--- config.mk ---
export PLATFORM = sky130hd
export DESIGN_NAME = mux_feed_ctrl
export DESIGN_NICKNAME = d
export VERILOG_FILES = /design/src/rtl/mux_feed_ctrl.sv
export SDC_FILE = /design/constraint.sdc
export NUM_CORES = 1
export LEC_CHECK = 0
export BUFFER_PORTS_ARGS = -buffer_cell sky130_fd_sc_hd__buf_4
export CAP_MARGIN = 20
export CORE_MARGIN = 2
export CORE_UTILIZATION = 40
export CTS_CLUSTER_DIAMETER = 100
export DETAILED_ROUTE_END_ITERATION = 6
export GPL_ROUTABILITY_DRIVEN = 0
export PLACE_DENSITY_LB_ADDON = 0.15
export SLEW_MARGIN = 20
export SYNTH_ARGS = -nofsm -noshare
export SYNTH_HDL_FRONTEND = slang
export SYNTH_SLANG_ARGS = --single-unit
--- constraint.sdc ---
create_clock -name clk -period 5.2 [get_ports clk]
set_input_delay 0.52 -clock clk [delete_from_list [all_inputs] [get_ports clk]]
set_output_delay 0.52 -clock clk [all_outputs]
set_load 0.1 [all_outputs]
--- src/rtl/mux_feed_ctrl.sv ---
// mux_feed_ctrl: sequences the column selects of the 4:1 row-mux bank that
// feeds 4x4 operand matrices into the matmul array, using a diagonal skew.
// A start request runs FEED (2*N_ROWS-1 cycles), then DRAIN (DRAIN_CYC
// cycles), then a one-cycle DONE. This block never touches data.
//
// Optional feature: define MUX_FEED_CTRL_JOBCNT_EN to build the completed-job
// counter. Without it, job_count is tied to 0 and the port list is unchanged.
//
// Ports:
//   clk        in   system clock, rising edge
//   rst_n      in   synchronous active-low reset
//   start      in   job request, sampled only in IDLE
//   abort      in   synchronous cancel of a FEED/DRAIN job
//   sel        out  packed mux selects, sel[2r+1:2r] = column index of row r
//   mux_reset  out  bit r forces the row-r mux output to zero
//   busy       out  high whenever state != IDLE
//   done       out  one-cycle completion pulse
//   job_count  out  completed jobs, wraps (0 when the feature is compiled out)
module mux_feed_ctrl #(
  parameter int unsigned N_ROWS    = 4,
  parameter int unsigned DRAIN_CYC = 4,
  parameter int unsigned CNT_W     = 16
) (
  input  logic                  clk,
  input  logic                  rst_n,
  input  logic                  start,
  input  logic                  abort,
  output logic [2*N_ROWS-1:0]   sel,
  output logic [N_ROWS-1:0]     mux_reset,
  output logic                  busy,
  output logic                  done,
  output logic [CNT_W-1:0]      job_count
);

  localparam int unsigned FEED_LEN = 2 * N_ROWS - 1;
  localparam int unsigned T_MAX    = (FEED_LEN > DRAIN_CYC) ? FEED_LEN : DRAIN_CYC;
  localparam int unsigned T_W      = $clog2(T_MAX + 1);
  localparam int unsigned R_W      = $clog2(N_ROWS);
  localparam int unsigned S_W      = $clog2(2 * N_ROWS);
  localparam logic [T_W-1:0] LAST_FEED  = T_W'(FEED_LEN - 1);
  localparam logic [T_W-1:0] LAST_DRAIN = T_W'((DRAIN_CYC == 0) ? 0 : DRAIN_CYC - 1);

  typedef enum logic [1:0] {
    S_IDLE  = 2'd0,
    S_FEED  = 2'd1,
    S_DRAIN = 2'd2,
    S_DONE  = 2'd3
  } state_e;

  state_e                state_q, state_d;
  logic [T_W-1:0]        t_q, t_d;
  logic [2*N_ROWS-1:0]   sel_q, sel_d;
  logic [N_ROWS-1:0]     mux_reset_q, mux_reset_d;
  logic                  busy_q, busy_d;
  logic                  done_q, done_d;

  // Next state, plus outputs decoded from the next state so they can be
  // registered without adding a cycle of latency.
  always_comb begin
    state_d     = state_q;
    t_d         = t_q;
    sel_d       = '0;
    mux_reset_d = '1;

    unique case (state_q)
      S_IDLE: begin
        if (start && !abort) begin
          state_d = S_FEED;
          t_d     = '0;
        end
      end
      S_FEED: begin
        if (abort) begin
          state_d = S_IDLE;
          t_d     = '0;
        end else if (t_q == LAST_FEED) begin
          state_d = (DRAIN_CYC == 0) ? S_DONE : S_DRAIN;
          t_d     = '0;
        end else begin
          t_d = t_q + T_W'(1);
        end
      end
      S_DRAIN: begin
        if (abort) begin
          state_d = S_IDLE;
          t_d     = '0;
        end else if (t_q == LAST_DRAIN) begin
          state_d = S_DONE;
          t_d     = '0;
        end else begin
          t_d = t_q + T_W'(1);
        end
      end
      S_DONE: begin
        state_d = S_IDLE;
        t_d     = '0;
      end
      default: begin
        state_d = S_IDLE;
        t_d     = '0;
      end
    endcase

    busy_d = (state_d != S_IDLE);
    done_d = (state_d == S_DONE);

    // Diagonal skew: row r is live for t in [r, r+3] and selects column t-r.
    if (state_d == S_FEED) begin
      for (int unsigned r = 0; r < N_ROWS; r++) begin
        if ((t_d >= T_W'(r)) && (t_d <= T_W'(r + 3))) begin
          sel_d[S_W'(2 * r) +: 2] = 2'(t_d - T_W'(r));
          mux_reset_d[R_W'(r)]    = 1'b0;
        end
      end
    end
  end

  // State, phase counter and registered outputs.
  always_ff @(posedge clk) begin
    if (!rst_n) begin
      state_q     <= S_IDLE;
      t_q         <= '0;
      sel_q       <= '0;
      mux_reset_q <= '1;
      busy_q      <= 1'b0;
      done_q      <= 1'b0;
    end else begin
      state_q     <= state_d;
      t_q         <= t_d;
      sel_q       <= sel_d;
      mux_reset_q <= mux_reset_d;
      busy_q      <= busy_d;
      done_q      <= done_d;
    end
  end

  assign sel       = sel_q;
  assign mux_reset = mux_reset_q;
  assign busy      = busy_q;
  assign done      = done_q;

`ifdef MUX_FEED_CTRL_JOBCNT_EN
  logic [CNT_W-1:0] cnt_q;

  // Counts on leaving DONE; aborted or reset jobs never reach DONE.
  always_ff @(posedge clk) begin
    if (!rst_n) begin
      cnt_q <= '0;
    end else if (state_q == S_DONE) begin
      cnt_q <= cnt_q + CNT_W'(1);
    end
  end

  assign job_count = cnt_q;
`else
  assign job_count = '0;
`endif

endmodule

==> run summary <==
Yosys reg bits = 19
worst skew pair latency = 0.29 ns
register area = 380.4 um^2
slew margin rel. = 63.57%
Core Footprint = 2233 um^2
first-pass GRT wire length = 2.628 mm
Clock transition at path regs = 0.11 ns
Total Neg Setup Slack = 0 ns
# clock sinks = 19
GR Util All Layers = 12.87%
Min Clock Period, post-route = 2.173 ns
routed wire length = 1.511 mm
Fin Hold WS = 0.4459 ns
Die Height = 52.82 um
critical path class = register to register
final period utilization = 41.79%
status = completed
Syn. warnings = 0
Slew @ Worst Pin = 0.5435 ns
final setup vio count = 0
Gate power share = 28.4%
worst path required time = 5.40 ns
Fmax achieved = 460.1 MHz
Routed wire per std cell = 10.28 um
layout cells sized above 1 = 23.53%
Pins Over Slew Limit = 0
Die X = 52.82 um
largest fanout on the critical path = 7
Worst setup EP type = register
Filler cells = 231
Sw Ratio = 39.32%
Worst setup SP type = register
Final #Nets = 130
GR Overflow Total = 0
Syn-to-layout area delta = 11.94%
WP data arrival = 2.37 ns
vias per cell = 4.673
initial antenna violation count = 0
Post-Syn Instances = 101
class of the worst hold path = primary input to register
detailed placement HPWL = 1.201 mm
Detail Route Antenna Nets = 0
power share of the clock group = 22.9%
Power per Cell Area = 290.4 nW/um^2
sequential power share = 48.6%
drt initial violations = 9
Top FF cell, synth = dfxtp_1
largest net degree at the start of global routing = 12
port bufs = 17
Starting Density = 42.69%
io pins = 34
P_sw = 0.1219 mW
H-tree depth = 1
Critical Path, Cell by Cell = ha_1, ha_1, inv_1, a2bb2oi_2, o31a_1, inv_2, ha_1, a211o_1, and4_1
# Post-CTS Setup Buffers = 0
total power = 0.3099 mW
# rows = 17
leakage = 0.5166 nW
Post-synth EDFFs = 0
CTS tree = yes
DR DRC count = 0
Inserted Clock Buffers = 3
post-synthesis cell type count = 33
CP most frequent cell = ha_1
slowest cell delay on critical path = 0.40 ns
root buffer cell = clkbuf_4
Cell Area, Synth = 953.4 um^2
# resized after CTS = 0
Hold Vio Cnt, Final = 0
Final Util = 47.79%
sequential element share of the synthesized area = 39.90%
RSZ-0062 raised after global routing = no
asr flop ratio synth = 0%
Worst VDD drop = 195.7 uV
first-pass iteration count of the detailed router = 4
n_diodes = 0
vias in the first global route = 632
hold bufs inserted after CTS = 0
synthesized area per cell = 9.440 um^2
Max-Cap Viols = 0
clock buffer depth = 2
die area = 2790 um^2
Int Power = 0.1881 mW
Critical-path top delay cell = dfxtp_1
Vias = 687
multi-input logic area = 466.7 um^2
final setup skew = 0.01090 ns
==> area by class of cell <==
type,count,share of cell area [%]
sequential,19,35.64
tap,28,3.283
clock buffer,3,2.110
multi-input combinational,71,43.73
timing repair buffer,17,11.96
clock inverter,1,0.4689
inverter,8,2.814
==> final timing paths <==
check,start,endpoint,slack [ns],cells past startpoint
worst min-delay path,abort,done,0.45,2
worst max register to register,t_q[0],sel[7],3.03,9
worst max-delay path,t_q[0],sel[7],3.03,9
worst min register to register,state_q[1],state_q[0],0.71,3
==> registers in the layout, indices dropped and copies added (netlist names) <==
name and count:
t_q 3, state_q 2, busy 1, mux_reset 4, sel 8, done 1
==> cells in the mapped netlist (2+ instances only) <==
cell       n  share of area (%)
nand2b_1   6                3.9
dfxtp_1   19                 40
and3_1     2                1.3
o21ai_0    2                1.0
a21oi_1    2                1.0
inv_1      6                2.4
nand3_1    5                2.6
nor3_1     4                2.1
and2_1     4                2.6
inv_2      2               0.79
buf_4     17                 13
ha_1       6                7.9
nor2_1     5                2.0
a211o_1    2                1.8
==> stage by stage <==
stage	setup WS, ns	std cells	area, um^2
finish	3.027	147	1067
global route	2.859	147	1067
CTS	3.033	147	1067
detailed placement	3.050	143	1040
global placement	3.095	143	1040
floorplan	3.256	116	1010
==> power groups by stage <==
stage / logic (mW) / registers (mW) / clock network, mW
3_5_place_dp: 0.0880 / 0.154 / 0
5_1_grt: 0.0915 / 0.151 / 0.0828
2_1_floorplan: 0.0735 / 0.169 / 0
4_1_cts: 0.0880 / 0.151 / 0.0762
3_3_place_gp: 0.0881 / 0.154 / 0
6_report: 0.0881 / 0.151 / 0.0711
==> kinds of logic (layout without fill, tap and decap cells) <==
group / Yosys count / after routing / synth area share, %
AOI/OAI and AO/OA: 15 / 15 / 13.91
other: 1 / 16 / 0.3933
buffers and inverters: 26 / 29 / 17.06
and+or+nand+nor: 33 / 33 / 19.95
DFF: 19 / 19 / 39.89
adders and majority gates: 6 / 6 / 7.874
xor gates and xnor gates: 1 / 1 / 0.9188
==> per-layer routing <==
metal  track usage, %  part of all wire, %  routed length [um]
met1            16.08                   46                 691
met2            20.63                   47                 711
met3            5.429                  6.4                  97
met4            2.564                 0.66                  10
met5                0                    0                   0
==> layout by cell type, fill, tap and decap left out, drive strengths merged <==
cell type  instances
nand3              5
and4               1
o21a               1
buf               17
and2               4
clkinv             1
or2                1
ha                 6
and2b              1
o211ai             1
xnor2              1
and3               2
conb              16
nor2b              1
clkbuf             3
o31a               2
nand2              1
a211o              2
nor4               1
nor2               5
o2bb2ai            1
o311ai             1
dfxtp             19
nand2b             6
o2111a             1
inv                8
a21oi              2
nor3               5
a2bb2oi            1
o21ai              2
o211a              1
==> critical path: cells and delay by family, from the launching register on <==
family	cells	cell delay, ns
AOI/OAI and AO/OA	3	0.71
adders and majority gates	3	0.62
DFF	1	0.40
and+or+nand+nor	1	0.19
buffers and inverters	2	0.16
Note: power is estimated with default switching activity, not from simulation.
